[src/rtl/boid_pkg.sv]
// rtl/boid_pkg.sv - shared constants and FSM encoding for the boid frame writer
package boid_pkg;

   localparam int VIDEO_WIDTH  = 640;
   localparam int VIDEO_HEIGHT = 480;
   localparam int PIXEL_COUNT  = VIDEO_WIDTH * VIDEO_HEIGHT;
   localparam int ADDR_W       = 19;
   localparam int MAX_BOIDS    = 4;
   // dx/dy counters only ever need to reach BOID_SIZE-1, and BOID_SIZE <= 4
   localparam int D_W          = 2;

   function automatic int bits_for(input int n);
      return (n > 1) ? $clog2(n) : 1;
   endfunction

   localparam int BITS_FOR_BOIDS = bits_for(MAX_BOIDS);

   typedef enum logic [2:0] {
      ST_IDLE,
      ST_CLEAR,
      ST_LATCH,
      ST_DRAW,
      ST_DONE
   } state_t;

endpackage

[src/rtl/boid_pixel_addr.sv]
// rtl/boid_pixel_addr.sv - combinational pixel address and visibility for one square slot
module boid_pixel_addr
   import boid_pkg::*;
#(
   parameter int X_W          = 10,
   parameter int Y_W          = 9,
   parameter int VIDEO_WIDTH  = 640,
   parameter int VIDEO_HEIGHT = 480,
   parameter int ADDR_W       = 19
) (
   input  logic [X_W-1:0]    x,
   input  logic [Y_W-1:0]    y,
   input  logic [D_W-1:0]    dx,
   input  logic [D_W-1:0]    dy,
   output logic [ADDR_W-1:0] addr,
   output logic              on_screen
);

   localparam logic [X_W:0] W_LIM = (X_W+1)'(VIDEO_WIDTH);
   localparam logic [Y_W:0] H_LIM = (Y_W+1)'(VIDEO_HEIGHT);

   logic [X_W:0] px;
   logic [Y_W:0] py;

   // one extra bit so a square hanging off the right/bottom edge is detected, not wrapped
   assign px = {1'b0, x} + (X_W+1)'(dx);
   assign py = {1'b0, y} + (Y_W+1)'(dy);

   assign on_screen = (px < W_LIM) && (py < H_LIM);

   // constant multiplier: reduces to shift-add (640 = 512 + 128)
   assign addr = ADDR_W'(py) * ADDR_W'(VIDEO_WIDTH) + ADDR_W'(px);

endmodule

[src/rtl/boid_frame_writer.sv]
// rtl/boid_frame_writer.sv - per-frame sequencer drawing every boid as a square into display RAM
module boid_frame_writer
   import boid_pkg::*;
#(
   parameter int MAX_BOIDS    = 4,
   parameter int X_W          = 10,
   parameter int Y_W          = 9,
   parameter int VIDEO_WIDTH  = 640,
   parameter int VIDEO_HEIGHT = 480,
   parameter int ADDR_W       = 19,
   parameter int BOID_SIZE    = 2
) (
   input  logic                           clock,
   input  logic                           resetn,
   input  logic                           frame_start,
   input  logic [X_W-1:0]                 boid_x,
   input  logic [Y_W-1:0]                 boid_y,
   output logic [bits_for(MAX_BOIDS)-1:0] boid_sel,
   output logic                           clr_req,
   output logic                           wr_en,
   output logic [ADDR_W-1:0]              wr_addr,
   output logic                           busy,
   output logic                           frame_done,
   output logic [7:0]                     overrun_cnt
);

   localparam int SEL_W = bits_for(MAX_BOIDS);
   localparam logic [D_W-1:0]   LAST_D   = D_W'(BOID_SIZE - 1);
   localparam logic [SEL_W-1:0] LAST_SEL = SEL_W'(MAX_BOIDS - 1);

   state_t            state, state_n;
   logic [SEL_W-1:0]  sel_n;
   logic [X_W-1:0]    x_lat, x_n;
   logic [Y_W-1:0]    y_lat, y_n;
   logic [D_W-1:0]    dx, dx_n, dy, dy_n;
   logic              wr_en_n;
   logic [ADDR_W-1:0] wr_addr_n;
   logic [7:0]        ovr_n;
   logic [ADDR_W-1:0] pix_addr;
   logic              pix_on;

   boid_pixel_addr #(
      .X_W          (X_W),
      .Y_W          (Y_W),
      .VIDEO_WIDTH  (VIDEO_WIDTH),
      .VIDEO_HEIGHT (VIDEO_HEIGHT),
      .ADDR_W       (ADDR_W)
   ) u_pixel_addr (
      .x         (x_lat),
      .y         (y_lat),
      .dx        (dx),
      .dy        (dy),
      .addr      (pix_addr),
      .on_screen (pix_on)
   );

   always_ff @(posedge clock or negedge resetn) begin
      if (!resetn) begin
         state       <= ST_IDLE;
         boid_sel    <= '0;
         x_lat       <= '0;
         y_lat       <= '0;
         dx          <= '0;
         dy          <= '0;
         wr_en       <= 1'b0;
         wr_addr     <= '0;
         overrun_cnt <= 8'd0;
      end else begin
         state       <= state_n;
         boid_sel    <= sel_n;
         x_lat       <= x_n;
         y_lat       <= y_n;
         dx          <= dx_n;
         dy          <= dy_n;
         wr_en       <= wr_en_n;
         wr_addr     <= wr_addr_n;
         overrun_cnt <= ovr_n;
      end
   end

   always_comb begin
      state_n   = state;
      sel_n     = boid_sel;
      x_n       = x_lat;
      y_n       = y_lat;
      dx_n      = dx;
      dy_n      = dy;
      wr_en_n   = 1'b0;
      wr_addr_n = '0;
      ovr_n     = overrun_cnt;

      // a start pulse outside IDLE is dropped and only counted
      if (frame_start && (state != ST_IDLE) && (overrun_cnt != 8'hFF))
         ovr_n = overrun_cnt + 8'd1;

      case (state)
         ST_IDLE: begin
            if (frame_start) begin
               state_n = ST_CLEAR;
               sel_n   = '0;
            end
         end
         ST_CLEAR: state_n = ST_LATCH;
         ST_LATCH: begin
            x_n     = boid_x;
            y_n     = boid_y;
            dx_n    = '0;
            dy_n    = '0;
            state_n = ST_DRAW;
         end
         ST_DRAW: begin
            wr_en_n   = pix_on;
            wr_addr_n = pix_on ? pix_addr : '0;
            if (dx == LAST_D) begin
               dx_n = '0;
               if (dy == LAST_D) begin
                  if (boid_sel == LAST_SEL) begin
                     state_n = ST_DONE;
                  end else begin
                     sel_n   = boid_sel + 1'b1;
                     state_n = ST_LATCH;
                  end
               end else begin
                  dy_n = dy + 1'b1;
               end
            end else begin
               dx_n = dx + 1'b1;
            end
         end
         ST_DONE: begin
            sel_n   = '0;
            state_n = ST_IDLE;
         end
         default: state_n = ST_IDLE;
      endcase
   end

   assign busy       = (state != ST_IDLE);
   assign clr_req    = (state == ST_CLEAR);
   assign frame_done = (state == ST_DONE);

endmodule

[config.mk]
export PLATFORM = sky130hd
export DESIGN_NAME = boid_frame_writer
export DESIGN_NICKNAME = d
export VERILOG_FILES = /design/src/rtl/boid_pkg.sv /design/src/rtl/boid_pixel_addr.sv /design/src/rtl/boid_frame_writer.sv
export SDC_FILE = /design/constraint.sdc
export NUM_CORES = 1
export LEC_CHECK = 0
export BUFFER_PORTS_ARGS = -buffer_cell sky130_fd_sc_hd__buf_2
export CAP_MARGIN = 20
export CORE_ASPECT_RATIO = 1.2
export CORE_UTILIZATION = 45
export CTS_BUF_LIST = sky130_fd_sc_hd__clkbuf_8 sky130_fd_sc_hd__clkbuf_16
export DETAILED_ROUTE_END_ITERATION = 8
export GPL_ROUTABILITY_DRIVEN = 0
export PLACE_DENSITY = 0.62
export SETUP_SLACK_MARGIN = 0.5
export SYNTH_ARGS = -nofsm -noshare
export SYNTH_HDL_FRONTEND = slang
export SYNTH_HIERARCHICAL = 1
export SYNTH_SLANG_ARGS = --single-unit
[constraint.sdc]
create_clock -name clock -period 4.7 [get_ports clock]
set_input_delay 0.47 -clock clock [delete_from_list [all_inputs] [get_ports clock]]
set_output_delay 0.47 -clock clock [all_outputs]
set_load 0.05 [all_outputs]
==> results of run 1 <==
## state kept, by name, indices dropped and copies added, names as in the netlist
register     flops
wr_en            1
dy               2
state            3
dx               2
overrun_cnt      8
wr_addr         19
boid_sel         2
y_lat            9
x_lat           10
## area by class of cell
| cell class | count | area (sq um) | area share [%] |
|---|---|---|---|
| sequential | 56 | 1401 | 35.68 |
| clock inverter | 3 | 16.27 | 0.4141 |
| timing repair buffer | 57 | 312.8 | 7.964 |
| tap | 90 | 112.6 | 2.867 |
| clock buffer | 5 | 68.82 | 1.752 |
| inverter | 15 | 56.30 | 1.434 |
| multi-input combinational | 228 | 1959 | 49.89 |
## worst register-to-register path, cell delays in order (launching register included)
cell      delay [ns]
dfrtp_1         0.43
ha_1            0.23
fa_1            0.43
nand3_1         0.13
xnor2_1         0.17
inv_1           0.08
ha_1            0.35
fa_1            0.47
a21o_1          0.22
a221oi_1        0.35
xnor2_1         0.18
inv_2           0.08
nor4_2          0.24
xnor2_1         0.14
and3_1          0.16
## synth_stat cells, types with 2 or more instances
master	count	area, sq um
nand3_1	12	60.06
xnor2_1	23	201.4
nor4_2	2	25.02
and4_1	2	17.52
nor2_1	11	41.29
a211oi_1	2	15.01
nor3b_2	2	25.02
nand2_2	2	12.51
fa_1	4	80.08
and2_1	4	25.02
buf_2	2	10.01
o31ai_1	2	15.01
nand2_1	12	45.04
and3_1	28	175.2
nand4_1	3	18.77
mux2_4	12	180.2
a21o_1	7	52.55
inv_1	14	52.55
a22o_1	2	17.52
mux2_2	10	112.6
xor2_1	13	113.9
nor2b_1	4	25.02
buf_6	3	33.78
a21oi_1	8	40.04
xnor2_2	2	32.53
ha_1	26	325.3
nor3b_1	2	15.01
a31oi_1	2	12.51
o21ai_1	3	15.01
dfrtp_1	56	1401
nand2b_1	4	25.02
clkbuf_1	3	11.26
o21ai_0	3	15.01
## logic make-up after synthesis
logic type,Yosys count,share of synthesized area [%]
buffers and inverters,25,3.838
XOR/XNOR,38,9.971
multiplexers,24,9.003
adder cells (fa/ha/maj),30,11.62
AO/OA/AOI/OAI,38,8.142
flip-flops,56,40.17
AND/OR/NAND/NOR,98,17.25
## through the flow
step	util (%)	worst slack, ns
finish	53.37	0.9852
global route	53.37	0.6648
CTS	53.37	0.9640
detailed placement	52.21	1.000
global placement	51.84	1.087
floorplan	-	1.240
## worst paths after layout
| path | to | slack, ns | cells past startpoint |
|---|---|---|---|
| setup / recovery | wr_addr[18] | 0.99 | 14 |
| hold / removal | boid_sel[0] | 0.28 | 2 |
| setup reg to reg | wr_addr[18] | 0.99 | 14 |
| hold reg to reg | overrun_cnt[7] | 0.50 | 1 |
| max in group asynchronous | wr_addr[5] | 3.98 | 2 |
| min in group clock | x_lat[1] | 0.39 | 2 |
## per-layer routing
| layer | vias to the layer above | GRT usage (%) | share of wire [%] | wire, microns |
|---|---|---|---|---|
| li1 | 1188 | - | - | - |
| met1 | 1098 | 22.68 | 49 | 2854 |
| met2 | 43 | 26.64 | 47 | 2759 |
| met3 | 6 | 3.333 | 3.4 | 200 |
| met4 | 0 | 4.453 | 1.2 | 68 |
| met5 | - | 0 | 0 | 0 |
==> flow_metrics.env, run 1 <==
export IMPL_status="finished, final reports clean"
export IMPL_timing_critical_path_to_type="flip-flop"
export IMPL_pin_count_of_the_biggest_net_entering_global_routing=57
export IMPL_relSlewSlack_pct=54.75
export IMPL_viasPerCell=5.143
export IMPL_syn_instance_count=309
export IMPL_clockRootBuffer="clkbuf_8"
export IMPL_ant_nets_after_route=0
export IMPL_synth_warnings=6
export IMPL_finalWirelength_microns=5882
export IMPL_fp_row_count=34
export IMPL_yosys_register_bits=56
export IMPL_top_level_ports=55
export IMPL_post_route_cells_drive_above_1_share_pct=28.30
export IMPL_seq_area_frac_synth_pct=40.17
export IMPL_r2r_start="dy[0]"
export IMPL_timing_critical_path_slowest_stage_cell="fa_1"
export IMPL_design_core_area_sq_mm=0.007360
export IMPL_worstHoldPathType="input pin to asynchronous set/reset pin"
export IMPL_first_pass_grt_wire_length_microns=10550
export IMPL_number_of_fill_cells_in_the_layout=694
export IMPL_timing_critical_path_cells="ha_1 -> fa_1 -> nand3_1 -> xnor2_1 -> inv_1 -> ha_1 -> fa_1 -> a21o_1 -> a221oi_1 -> xnor2_1 -> inv_2 -> nor4_2 -> xnor2_1 -> and3_1"
export IMPL_synth_edf_count=0
export IMPL_post_cts_buffers=0
export IMPL_max_clock_freq_mhz=269.2
export IMPL_largest_clock_skew_in_the_final_design_ns=0.008530
export IMPL_cts_made_buffers=5
export IMPL_top_cell_by_count_worst_path="xnor2_1"
export IMPL_cts_repair_resize_count=0
export IMPL_final_instance_count_excl_fill=454
export IMPL_finalNetCount=415
export IMPL_clock_slew_seen_by_the_registers_of_the_worst_setup_and_hold_paths_ns=0.10
export IMPL_synth_area_per_cell_sq_um=11.29
export IMPL_cts_hold_buffers=0
export IMPL_final_hold_worst_slack_ns=0.2766
export IMPL_setup_total_negative_slack_ns=0
export IMPL_worst_setup_path_startpoint="dy[0]"
export IMPL_vias=2335
export IMPL_tritoncts_num_sinks=56
export IMPL_io_buffer_count=54
export IMPL_rsz0062_at_grt="false"
export IMPL_clock_tree_from_tritoncts="built"
export IMPL_die_h_microns=98.45
export IMPL_worst_path_buf_inv=2
export IMPL_num_antenna_cells=0
export IMPL_ctsLongestPathBuffers=2
export IMPL_cts_htree_levels=2
export IMPL_final_max_slew_violation_count=0
export IMPL_drtPass1Iterations=4
export IMPL_final_min_clock_period_ns=3.715
export IMPL_cpLargestDelayFamily="adder cells"
export IMPL_tightest_slew_ns=0.6787
export IMPL_total_overflow_reported_by_the_global_router=0
export IMPL_post_drt_wl_per_cell_microns=12.96
export IMPL_via_count_of_the_first_global_routing_pass=2299
export IMPL_cap_viol_max_count=0
export IMPL_synth_lib_cells_used_distinct=57
export IMPL_initial_core_utilization_pct=47.40
export IMPL_stdcell_area_sq_mm=0.003928
export IMPL_area_after_detailed_placement_sq_mm=0.003842
export IMPL_arrival_ns=3.96
export IMPL_critical_path_startpoint_type="flip-flop"
export IMPL_worstPathRequired_ns=4.94
export IMPL_post_dp_hpwl_microns=4573
export IMPL_min_period_over_period_pct=79.04
export IMPL_areaGrowthSynthToFinish_pct=12.59
export IMPL_grt_antenna_before_repair=0
export IMPL_asyncSetResetFlopFracSynth_pct=100.0
export IMPL_timing_final_hold_violations=0
export IMPL_setup_violations_final=0
export IMPL_placedCellCount=446
export IMPL_postSynth_topFlopCell="dfrtp_1"
export IMPL_worst_path_largest_cell_delay_ns=0.47
export IMPL_layout_common_cells="56 x dfrtp_1, 54 x buf_2, 28 x and3_1"
export IMPL_fp_dieArea_sq_mm=0.008110
export IMPL_crit_type="flip-flop to flip-flop"
export IMPL_detail_route_iter0_violations=56
export IMPL_mappedNetlistArea_sq_mm=0.003488
export IMPL_layout_cells_most_common="dfrtp_1"
export IMPL_critical_path_fanout_max=5
export IMPL_grt_use_total_pct=16.62
export IMPL_die_w_microns=82.38
export IMPL_drc=0
export IMPL_synthesis_nets=361
export IMPL_clock_insertion_delay_worst_skew_ns=0.31
Power of run 1 is left out: the tool's default activity adds up to more than one toggle a clock period on the data nets, which glitch-free logic cannot reach.
==> run 2: changes to the inputs <==
Settings changed: PLACE_DENSITY 0.62 to 0.64.
Clock period 4.7 ns to 3.1 ns, I/O delays scaled along.
==> run 2 against run 1 <==
  * Critical endpoint unchanged
  * Via count rose by 8.9%
  * Design area rose by 17%
  * Maximum frequency rose by 11%
  * Utilization rose by 9.3 points
  * The run now ends with setup timing left
  * Global-route usage rose by 0.87 points
  * Clock-buffer cell count did not move
  * Critical path depth did not move
  * Critical path type unchanged
  * Cell count rose by 9.7%
  * Register-to-register slack got worse by 1.2 ns
==> flow_metrics.env, run 2 (same netlist as run 1, synthesis figures left out) <==
export IMPL_status="finished with violations"
export IMPL_failed_checks="setup timing"
export IMPL_max_clock_freq_mhz=299.7
export IMPL_viasPerCell=5.104
export IMPL_cts_made_buffers=5
export IMPL_clock_insertion_delay_worst_skew_ns=0.31
export IMPL_grt_antenna_before_repair=0
export IMPL_layout_common_cells="56 x dfrtp_1, 54 x buf_2, 41 x buf_4"
export IMPL_ff2ff_setup_slack_ns=-0.24
export IMPL_timing_critical_path_to_type="flip-flop"
export IMPL_post_route_cells_drive_above_1_share_pct=48.77
export IMPL_timing_final_hold_violations=0
export IMPL_initial_core_utilization_pct=47.40
export IMPL_critical_path_startpoint_type="flip-flop"
export IMPL_worstPathRequired_ns=3.35
export IMPL_ff2ff_path_depth=14
export IMPL_largestRegisters="wr_addr x19, x_lat x10, y_lat x9"
export IMPL_placedCellCount=479
export IMPL_final_instance_count_excl_fill=498
export IMPL_clock_tree_from_tritoncts="built"
export IMPL_design_core_area_sq_mm=0.007360
export IMPL_drtPass1Iterations=4
export IMPL_met2_usage_pct=30.58
export IMPL_grt_use_total_pct=17.49
export IMPL_areaGrowthSynthToFinish_pct=32.17
export IMPL_setup_violations_final=5
export IMPL_num_antenna_cells=0
export IMPL_tritoncts_num_sinks=56
export IMPL_first_pass_grt_wire_length_microns=11020
export IMPL_pin_count_of_the_biggest_net_entering_global_routing=34
export IMPL_io_buffer_count=54
export IMPL_fp_row_count=34
export IMPL_final_min_clock_period_ns=3.337
export IMPL_global_route_usage_met3_pct=2.593
export IMPL_crit_type="flip-flop to flip-flop"
export IMPL_clock_slew_seen_by_the_registers_of_the_worst_setup_and_hold_paths_ns=0.11
export IMPL_largest_register="wr_addr"
export IMPL_relSlewSlack_pct=66.39
export IMPL_via_count_of_the_first_global_routing_pass=2493
export IMPL_tightest_slew_ns=0.5041
export IMPL_fp_dieArea_sq_mm=0.008110
export IMPL_grt_busiest_layer="met2"
export IMPL_finalWirelength_microns=6601
export IMPL_number_of_fill_cells_in_the_layout=599
export IMPL_largest_clock_skew_in_the_final_design_ns=0.008644
export IMPL_top_level_ports=55
export IMPL_setup_ws_ns=-0.2372
export IMPL_grt_util_met1_pct=22.18
export IMPL_min_period_over_period_pct=107.7
export IMPL_cap_viol_max_count=0
export IMPL_critical_path_fanout_max=3
export IMPL_seq_area_sq_mm=0.001401
export IMPL_post_dp_hpwl_microns=4827
export IMPL_finalNetCount=459
export IMPL_hold_path_cell_count=2
export IMPL_multi_input_area_sq_mm=0.002300
export IMPL_clockRootBuffer="clkbuf_8"
export IMPL_total_overflow_reported_by_the_global_router=0
export IMPL_ant_nets_after_route=0
export IMPL_post_drt_wl_per_cell_microns=13.26
export IMPL_worstHoldPathType="input pin to flip-flop"
export IMPL_die_w_microns=82.38
export IMPL_die_h_microns=98.45
export IMPL_final_max_slew_violation_count=0
export IMPL_drc=0
export IMPL_arrival_ns=3.59
export IMPL_layout_cells_most_common="dfrtp_1"
export IMPL_cts_htree_levels=2
export IMPL_detail_route_iter0_violations=73
export IMPL_ctsLongestPathBuffers=2
export IMPL_vias=2542
export IMPL_rsz0062_at_grt="true"
export IMPL_largest_register_ffs=19
-- run 2: worst paths after layout --
check | end | start
min in group asynchronous | state[2] | resetn
setup / recovery | wr_addr[18] | y_lat[0]
hold / removal | x_lat[9] | boid_x[9]
hold reg to reg | overrun_cnt[7] | overrun_cnt[7]
setup reg to reg | wr_addr[18] | y_lat[0]
max in group asynchronous | y_lat[8] | resetn
-- run 2: what timing repair did --
action | in CTS | in global routing
buffers inserted | 8 | 2
hold buffers | 1 | 0
hold endpoints to repair | 23 | 0
endpoints found under the setup margin | 9 | 10
resized for setup | 18 | 25
pin swaps | 13 | 19
-- run 2: worst max-delay path, cell delays in order, from the launching register on --
cell	delay, ns
dfrtp_1	0.40
ha_2	0.21
fa_2	0.45
nand3_4	0.11
xnor2_2	0.15
inv_2	0.07
ha_4	0.23
fa_2	0.38
a21o_1	0.21
a21oi_2	0.18
xnor2_2	0.14
nand4_1	0.16
nor4_2	0.26
xnor2_1	0.15
and3_1	0.17
-- run 2: final cells by class --
| class | instances | share of cell area [%] |
|---|---|---|
| Multi-Input combinational cell | 228 | 49.88 |
| Clock inverter | 3 | 0.5970 |
| Timing Repair Buffer | 101 | 13.98 |
| Inverter | 15 | 1.221 |
| Clock buffer | 5 | 1.493 |
| Tap cell | 90 | 2.442 |
| Sequential cell | 56 | 30.39 |
-- run 2: per-stage QoR --
step | setup WS (ns) | hold WS [ns] | TNS (ns) | area (sq um) | util [%]
3_5_place_dp | -0.2082 | 0.3064 | -0.5786 | 4194 | 56.99
4_1_cts | -0.2074 | 0.2111 | -0.6094 | 4448 | 60.44
5_1_grt | -0.3849 | 0.1953 | -1.421 | 4611 | 62.65
6_report | -0.2372 | 0.2138 | -0.6941 | 4611 | 62.65
2_1_floorplan | -0.06834 | 0.01441 | -0.1352 | 3612 | -
3_3_place_gp | -0.1227 | 0.3049 | -0.3160 | 4194 | 56.99
-- run 2: layer usage --
layer	wire, microns	vias to the layer above	part of all wire (%)
met4	61	0	0.92
met5	0	-	0
met1	2860	1201	43
li1	-	1275	-
met2	3392	60	51
met3	286	6	4.3
Power of run 2 is left out for the same reason.
